**src/rtl/axi_pkg.sv**
```systemverilog
// Shared AXI write-interconnect definitions: bus widths, response codes,
// slave address bases and the write-path state encoding.
package axi_pkg;
  localparam int ID_BITS   = 4;
  localparam int SID_BITS  = ID_BITS + 4;
  localparam int ADDR_BITS = 32;
  localparam int DATA_BITS = 32;
  localparam int STRB_BITS = DATA_BITS / 8;
  localparam int LEN_BITS  = 4;

  localparam logic [1:0]  RESP_OKAY   = 2'b00;
  localparam logic [1:0]  RESP_DECERR = 2'b11;
  localparam logic [15:0] S0_BASE     = 16'h0000;
  localparam logic [15:0] S1_BASE     = 16'h0001;

  typedef enum logic [1:0] {IDLE, ADDR, DATA, RESP} wr_state_t;
endpackage

```
**src/rtl/axi_rr_arb2.sv**
```systemverilog
// Two-way round-robin arbiter: a lone requester wins outright, a tie goes
// to whichever master was not granted last.
module axi_rr_arb2 (
  input  logic [1:0] req,
  input  logic       last_grant,
  output logic       grant
);
  assign grant = (&req) ? ~last_grant : req[1];
endmodule

```
**src/rtl/axi_write_xbar.sv**
```systemverilog
// 2x2 AXI write interconnect (AW/W/B), one transaction in flight.
// Define AXI_WR_DECERR_EN to answer unmapped addresses with an internal DECERR slave.
module axi_write_xbar
  import axi_pkg::*;
(
  input  logic                 ACLK,
  input  logic                 ARESETn,
  input  logic [ID_BITS-1:0]   AWID_M0, AWID_M1,
  input  logic [ADDR_BITS-1:0] AWADDR_M0, AWADDR_M1,
  input  logic [LEN_BITS-1:0]  AWLEN_M0, AWLEN_M1,
  input  logic [2:0]           AWSIZE_M0, AWSIZE_M1,
  input  logic [1:0]           AWBURST_M0, AWBURST_M1,
  input  logic                 AWVALID_M0, AWVALID_M1,
  output logic                 AWREADY_M0, AWREADY_M1,
  input  logic [DATA_BITS-1:0] WDATA_M0, WDATA_M1,
  input  logic [STRB_BITS-1:0] WSTRB_M0, WSTRB_M1,
  input  logic                 WLAST_M0, WLAST_M1,
  input  logic                 WVALID_M0, WVALID_M1,
  output logic                 WREADY_M0, WREADY_M1,
  output logic [ID_BITS-1:0]   BID_M0, BID_M1,
  output logic [1:0]           BRESP_M0, BRESP_M1,
  output logic                 BVALID_M0, BVALID_M1,
  input  logic                 BREADY_M0, BREADY_M1,
  output logic [SID_BITS-1:0]  AWID_S0, AWID_S1,
  output logic [ADDR_BITS-1:0] AWADDR_S0, AWADDR_S1,
  output logic [LEN_BITS-1:0]  AWLEN_S0, AWLEN_S1,
  output logic [2:0]           AWSIZE_S0, AWSIZE_S1,
  output logic [1:0]           AWBURST_S0, AWBURST_S1,
  output logic                 AWVALID_S0, AWVALID_S1,
  input  logic                 AWREADY_S0, AWREADY_S1,
  output logic [DATA_BITS-1:0] WDATA_S0, WDATA_S1,
  output logic [STRB_BITS-1:0] WSTRB_S0, WSTRB_S1,
  output logic                 WLAST_S0, WLAST_S1,
  output logic                 WVALID_S0, WVALID_S1,
  input  logic                 WREADY_S0, WREADY_S1,
  input  logic [SID_BITS-1:0]  BID_S0, BID_S1,
  input  logic [1:0]           BRESP_S0, BRESP_S1,
  input  logic                 BVALID_S0, BVALID_S1,
  output logic                 BREADY_S0, BREADY_S1
);
  wire [1:0][ID_BITS-1:0]   m_awid    = {AWID_M1, AWID_M0};
  wire [1:0][ADDR_BITS-1:0] m_awaddr  = {AWADDR_M1, AWADDR_M0};
  wire [1:0][LEN_BITS-1:0]  m_awlen   = {AWLEN_M1, AWLEN_M0};
  wire [1:0][2:0]           m_awsize  = {AWSIZE_M1, AWSIZE_M0};
  wire [1:0][1:0]           m_awburst = {AWBURST_M1, AWBURST_M0};
  wire [1:0]                m_awvalid = {AWVALID_M1, AWVALID_M0};
  wire [1:0][DATA_BITS-1:0] m_wdata   = {WDATA_M1, WDATA_M0};
  wire [1:0][STRB_BITS-1:0] m_wstrb   = {WSTRB_M1, WSTRB_M0};
  wire [1:0]                m_wvalid  = {WVALID_M1, WVALID_M0};
  wire [1:0]                m_bready  = {BREADY_M1, BREADY_M0};
  wire [1:0]                s_awready = {AWREADY_S1, AWREADY_S0};
  wire [1:0]                s_wready  = {WREADY_S1, WREADY_S0};
  wire [1:0][SID_BITS-1:0]  s_bid     = {BID_S1, BID_S0};
  wire [1:0][1:0]           s_bresp   = {BRESP_S1, BRESP_S0};
  wire [1:0]                s_bvalid  = {BVALID_S1, BVALID_S0};

  logic [1:0]                m_awready, m_wready, m_bvalid;
  logic [1:0][ID_BITS-1:0]   m_bid;
  logic [1:0][1:0]           m_bresp, s_awburst;
  logic [1:0][SID_BITS-1:0]  s_awid;
  logic [1:0][ADDR_BITS-1:0] s_awaddr;
  logic [1:0][LEN_BITS-1:0]  s_awlen;
  logic [1:0][2:0]           s_awsize;
  logic [1:0]                s_awvalid, s_wlast, s_wvalid, s_bready;
  logic [1:0][DATA_BITS-1:0] s_wdata;
  logic [1:0][STRB_BITS-1:0] s_wstrb;

  wr_state_t           state;
  logic                grant, last_grant, arb_grant;
  logic [1:0]          tsel;  // one-hot target slave; 2'b00 only for the internal DECERR slave
  logic [LEN_BITS-1:0] len_q, beat_cnt;
`ifdef AXI_WR_DECERR_EN
  logic [ID_BITS-1:0]  id_q;
`endif

  axi_rr_arb2 u_arb (.req(m_awvalid), .last_grant(last_grant), .grant(arb_grant));

  function automatic logic [1:0] decode(input logic [15:0] hi);
    if (hi == S0_BASE) return 2'b01;
    if (hi == S1_BASE) return 2'b10;
`ifdef AXI_WR_DECERR_EN
    return 2'b00;
`else
    return 2'b10;
`endif
  endfunction

  logic                sel_awready, sel_wready, sel_bvalid;
  logic [SID_BITS-1:0] sel_bid;
  logic [1:0]          sel_bresp;
  always_comb begin
    sel_awready = 1'b0;
    sel_wready  = 1'b0;
    sel_bvalid  = 1'b0;
    sel_bid     = '0;
    sel_bresp   = RESP_OKAY;
    for (int i = 0; i < 2; i++)
      if (tsel[i]) begin
        sel_awready = s_awready[i];
        sel_wready  = s_wready[i];
        sel_bvalid  = s_bvalid[i];
        sel_bid     = s_bid[i];
        sel_bresp   = s_bresp[i];
      end
`ifdef AXI_WR_DECERR_EN
    if (tsel == 2'b00) begin
      sel_awready = 1'b1;
      sel_wready  = 1'b1;
      sel_bvalid  = 1'b1;
      sel_bid     = {4'h0, id_q};
      sel_bresp   = RESP_DECERR;
    end
`endif
  end

  // Everything routes off registered grant/tsel, so IDLE drives all zeros.
  always_comb begin
    m_awready = '0; m_wready = '0; m_bvalid = '0; m_bid = '0; m_bresp = '0;
    s_awid = '0; s_awaddr = '0; s_awlen = '0; s_awsize = '0; s_awburst = '0; s_awvalid = '0;
    s_wdata = '0; s_wstrb = '0; s_wlast = '0; s_wvalid = '0; s_bready = '0;
    case (state)
      ADDR: begin
        m_awready[grant] = sel_awready;
        for (int i = 0; i < 2; i++)
          if (tsel[i]) begin
            s_awvalid[i] = m_awvalid[grant];
            s_awid[i]    = {(grant ? 4'h2 : 4'h1), m_awid[grant]};
            s_awaddr[i]  = m_awaddr[grant];
            s_awlen[i]   = m_awlen[grant];
            s_awsize[i]  = m_awsize[grant];
            s_awburst[i] = m_awburst[grant];
          end
      end
      DATA: begin
        m_wready[grant] = sel_wready;
        for (int i = 0; i < 2; i++)
          if (tsel[i]) begin
            s_wvalid[i] = m_wvalid[grant];
            s_wdata[i]  = m_wdata[grant];
            s_wstrb[i]  = m_wstrb[grant];
            s_wlast[i]  = (beat_cnt == '0);
          end
      end
      RESP: begin
        m_bvalid[grant] = sel_bvalid;
        m_bid[grant]    = sel_bid[ID_BITS-1:0];
        m_bresp[grant]  = sel_bresp;
        for (int i = 0; i < 2; i++)
          if (tsel[i]) s_bready[i] = m_bready[grant];
      end
      default: ;
    endcase
  end

  always_ff @(posedge ACLK or negedge ARESETn) begin
    if (!ARESETn) begin
      state      <= IDLE;
      grant      <= 1'b0;
      last_grant <= 1'b1;
      tsel       <= 2'b00;
      len_q      <= '0;
      beat_cnt   <= '0;
`ifdef AXI_WR_DECERR_EN
      id_q       <= '0;
`endif
    end else begin
      case (state)
        IDLE: if (|m_awvalid) begin
          grant <= arb_grant;
          tsel  <= decode(m_awaddr[arb_grant][ADDR_BITS-1 -: 16]);
          len_q <= m_awlen[arb_grant];
`ifdef AXI_WR_DECERR_EN
          id_q  <= m_awid[arb_grant];
`endif
          state <= ADDR;
        end
        ADDR: if (m_awvalid[grant] && sel_awready) begin
          beat_cnt <= len_q;
          state    <= DATA;
        end
        DATA: if (m_wvalid[grant] && sel_wready) begin
          if (beat_cnt == '0) state <= RESP;
          else beat_cnt <= beat_cnt - 1'b1;
        end
        RESP: if (sel_bvalid && m_bready[grant]) begin
          last_grant <= grant;
          state      <= IDLE;
        end
        default: state <= IDLE;
      endcase
    end
  end

  assign {AWREADY_M1, AWREADY_M0} = m_awready;
  assign {WREADY_M1, WREADY_M0}   = m_wready;
  assign {BVALID_M1, BVALID_M0}   = m_bvalid;
  assign {BID_M1, BID_M0}         = m_bid;
  assign {BRESP_M1, BRESP_M0}     = m_bresp;
  assign {AWID_S1, AWID_S0}       = s_awid;
  assign {AWADDR_S1, AWADDR_S0}   = s_awaddr;
  assign {AWLEN_S1, AWLEN_S0}     = s_awlen;
  assign {AWSIZE_S1, AWSIZE_S0}   = s_awsize;
  assign {AWBURST_S1, AWBURST_S0} = s_awburst;
  assign {AWVALID_S1, AWVALID_S0} = s_awvalid;
  assign {WDATA_S1, WDATA_S0}     = s_wdata;
  assign {WSTRB_S1, WSTRB_S0}     = s_wstrb;
  assign {WLAST_S1, WLAST_S0}     = s_wlast;
  assign {WVALID_S1, WVALID_S0}   = s_wvalid;
  assign {BREADY_S1, BREADY_S0}   = s_bready;
endmodule

```
**config.mk**
```make
export PLATFORM = sky130hd
export DESIGN_NAME = axi_write_xbar
export DESIGN_NICKNAME = d
export VERILOG_FILES = /design/src/rtl/axi_pkg.sv /design/src/rtl/axi_rr_arb2.sv /design/src/rtl/axi_write_xbar.sv
export SDC_FILE = /design/constraint.sdc
export NUM_CORES = 1
export LEC_CHECK = 0
export CAP_MARGIN = 20
export CORE_AREA = 5 5 152 154
export CTS_CLUSTER_SIZE = 30
export DETAILED_ROUTE_END_ITERATION = 12
export DIE_AREA = 0 0 157 159
export PLACE_DENSITY = 0.5
export SETUP_SLACK_MARGIN = 0.4
export SLEW_MARGIN = 25
export SYNTH_ARGS = -nofsm -noshare
export SYNTH_HDL_FRONTEND = slang
export SYNTH_SLANG_ARGS = --single-unit
```
**constraint.sdc**
```tcl
create_clock -name ACLK -period 2.1 [get_ports ACLK]
set_clock_uncertainty 0.05 [all_clocks]
set_input_delay 0.42 -clock ACLK [delete_from_list [all_inputs] [get_ports ACLK]]
set_output_delay 0.42 -clock ACLK [all_outputs]
set_load 0.005 [all_outputs]
```
==> qor.log <==
INFO  status         outcome=finished with violations
INFO  status         failing_checks=negative setup slack
INFO  placement      dpl_cell_area=0.00873mm^2
INFO  final_layout   ff_latch_area=357um^2
INFO  drt            initialDrtViolationCount=185
INFO  synthesis      dominant_combinational_cell_family_by_area_after_synthesis=simple AND/OR/NAND/NOR gates
INFO  synthesis      synthXorXnorAreaFrac=0%
INFO  critical_path  regToRegSetupSlack=-0.11ns
INFO  synthesis      synthesis.yosys.warnings=0
INFO  sta            period_share=109%
INFO  synthesis      ys_types=43
INFO  drt            first_pass_iters=4
INFO  die            rows=54
INFO  die            initial_core_util=13.2%
INFO  drt            wirelength=25200um
INFO  synthesis      synth.area.mux_share=33.6%
INFO  power_and_ir_drop cellPowerDensity=126mW/mm^2
INFO  critical_path  r2r.worst_path.cells=10
INFO  power_and_ir_drop power.net_switching=415uW
INFO  drt            wire_per_inst=19.0um
INFO  placement      port_buffers=379
INFO  final_layout   nFillCells=1914
INFO  die            design.die.area=0.0250mm^2
INFO  final_layout   design_area=0.0116mm^2
INFO  sta            setup_total_negative_slack=-10.51ns
INFO  global_route   grt_pass1_wl=32300um
INFO  power_and_ir_drop power.share.sequential=18.4%
INFO  critical_path  critPathRequiredTime=1.63ns
INFO  sta            fin_ws=-0.181ns
INFO  drt            drt-vias-per-instance=4.09
INFO  sta            fin_crit=2.28ns
INFO  critical_path  worst-endpoint-arrival=1.81ns
INFO  clock_tree     clock_insertion_delay_worst_skew=0.24ns
INFO  final_layout   layout_commonest_cell=clkdlybuf4s50_1
INFO  sta            fmax=438MHz
INFO  final_layout   share_of_post_route_cells_with_drive_strength_above_1=68.9%
INFO  drt            number_of_routed_nets_with_antenna_violations=0
INFO  worst_hold_path min_to=len_q[2]
INFO  worst_hold_path min_delay_path_depth=2
INFO  power_and_ir_drop share_clk_of_total_power=27.0%
INFO  final_layout   fin_nets=1249
INFO  flow_run       timing.max_cap.violations=0
INFO  critical_path  crit_path_end_kind=primary output
INFO  placement      place_congestion=0.827
INFO  drt            drc=0
INFO  clock_tree     clock_tree.htree_level_count=1
INFO  clock_tree     tritoncts=built
INFO  sta            fin_hold_ws=0.444ns
INFO  synthesis      ys_async_sr_fraction=100%
INFO  clock_tree     cts.clk_slew.worst_paths=0.05ns
INFO  synthesis      synth-main-ff-cell=dfrtp_1
INFO  synthesis      count_of_flip_flops_with_a_built_in_enable_after_synthesis=0
INFO  placement      detailedPlace.worstSlack=-0.212ns
INFO  global_route   global_route_congestion_overflow_total=0
INFO  worst_hold_path worst_hold_path_type=flop to flop
INFO  synthesis      syn-instance-count=432
INFO  power_and_ir_drop p_sw_share=28.2%
INFO  power_and_ir_drop ir_drop=233uV
INFO  critical_path  timing.critical_path.fanout_max=5
INFO  drt            vias=5420
INFO  final_layout   antennaDiodeCount=0
INFO  global_route   vias_in_the_first_global_route=5105
INFO  clock_tree     postCtsHoldBufs=0
INFO  critical_path  rr_endpoint=state[1]
INFO  die            dieHeight=159um
INFO  die            io_pins=394
INFO  sta            hold_viol=0
INFO  power_and_ir_drop power.internal=1.05mW
INFO  global_route   grt_antenna_before_repair=0
INFO  synthesis      syn_area_per_cell=6.59um^2
INFO  sta            finalMaxSlewViolations=0
INFO  die            core_area=0.0216mm^2
INFO  critical_path  reg_to_reg_start=state[0]
INFO  final_layout   final_cell_mix=165 x clkdlybuf4s50_1, 147 x buf_6, 100 x buf_2, 94 x buf_4, 90 x nor2_4
INFO  power_and_ir_drop p_comb_share=54.6%
INFO  synthesis      synth_simple_gate_area_share=35.2%
INFO  critical_path  critPathLaunchType=flop
INFO  power_and_ir_drop cellLeakagePower=5.01nW
INFO  synthesis      synth.cell_area=0.00285mm^2
INFO  global_route   grt_max_degree=30
INFO  synthesis      synth-adder-area-share=2.64%
INFO  synthesis      ys_seq_area_share=12.3%
INFO  placement      dp_hpwl=17800um
INFO  clock_tree     tritoncts.num_buffers=3
INFO  die            die-width=157um
INFO  synthesis      synth-compound-area-share=8.78%
INFO  sta            rsz0062_at_grt=yes
INFO  critical_path  setup.worst_path.class=flop to primary output
INFO  global_route   track_usage=16.7%
INFO  clock_tree     cts_max_path_buffers=2
INFO  final_layout   syn_to_final_growth=308%
INFO  clock_tree     cts_root_buf=clkbuf_16
INFO  worst_hold_path hp-start=len_q[2]
INFO  clock_tree     cts.sinks=14
INFO  synthesis      synth-seq-cells=14
INFO  sta            setup-violations-final=144
INFO  final_layout   multi_input_comb_area=0.00437mm^2
==> power groups by stage <==
| stage | clock, mW | sequential [mW] | combinational, mW |
|---|---|---|---|
| after global placement | 0 | 0.275 | 0.627 |
| final | 0.396 | 0.270 | 0.802 |
| after global routing | 0.415 | 0.270 | 0.841 |
| after floorplan | 0 | 0.275 | 0.156 |
| after detailed placement | 0 | 0.275 | 0.629 |
| after CTS | 0.406 | 0.270 | 0.666 |
==> final cells by class <==
cell class | instances | area share [%]
clock buffer | 4 | 0.764
inverter | 6 | 0.215
multi-input combinational | 376 | 37.6
sequential | 14 | 3.07
tap | 280 | 3.01
timing repair buffer | 644 | 55.4
==> how the worst max path moves through the flow <==
stage,startpoint,endpoint,cells after the start
final,state[0],WDATA_S1[9],10
after global routing,state[0],WDATA_S1[9],10
after CTS,grant,AWADDR_S0[11],5
after detailed placement,AWADDR_M0[27],tsel[0],7
after global placement,AWADDR_M0[27],tsel[0],7
after floorplan,beat_cnt[0],state[1],6
==> per-layer routing <==
layer	global-route usage [%]	wire length, um	vias to the layer above
met3	2.09	972	16
li1	-	-	2694
met4	1.42	246	0
met2	31.2	13900	130
met1	21.0	10000	2580
met5	0	0	-
==> sequential cells by signal (all words and copies together), names as in the netlist <==
signal	cells
beat_cnt	4
grant	1
last_grant	1
len_q	4
state	2
tsel	2
==> worst max-delay path, cell delays in order (launching register included) <==
cell and delay (ns):
dfrtp_1 0.40, buf_6 0.13, inv_4 0.05, ha_4 0.21
nand2_8 0.10, buf_6 0.14, buf_6 0.11, buf_6 0.10
buf_6 0.11, nor2_4 0.09, buf_2 0.11
==> synth_stat cells (2+ instances only) <==
cell        n  area, um^2
nor4_1      8        50.1
buf_4       7        52.6
dfrtp_1    13         325
nand2_1    17        63.8
a22oi_1     8        60.1
clkbuf_1   20        75.1
buf_1       2        7.51
inv_1       6        22.5
a21boi_0    4        30.0
nand3b_1    3        22.5
o21ai_0     6        30.0
nand2b_1    2        12.5
and3_1      4        25.0
nor2b_1     2        12.5
nor2_1    192         721
a21oi_1     2        10.0
mux2_2      2        22.5
buf_2      10        50.1
mux2_4      2        30.0
ha_1        6        75.1
nand4_1     2        12.5
mux2i_1    89         891
and2_1      3        18.8
nand3_1     3        15.0
==> through the flow <==
step / std cells / power [mW] / utilization, %
2_1_floorplan: 435 / 0.431 / -
3_3_place_gp: 1157 / 0.901 / 40.5
3_5_place_dp: 1157 / 0.904 / 40.5
4_1_cts: 1216 / 1.34 / 44.8
5_1_grt: 1324 / 1.53 / 54.0
6_report: 1324 / 1.47 / 54.0
==> kinds of logic (layout without fill, tap and decap cells) <==
group,after synthesis,after routing
AO/OA/AOI/OAI,31,31
adder cells (fa/ha/maj),6,6
buffers and inverters,45,654
flip-flops,14,14
multiplexers,94,94
other,1,4
AND/OR/NAND/NOR,241,241
==> what timing repair did <==
action,in CTS,in global routing
buffers inserted,46,100
pin swaps,31,106
endpoints found under the setup margin,204,201
gates cloned,9,8
gates resized for setup,468,632
Note: power is estimated with default switching activity, not from simulation.
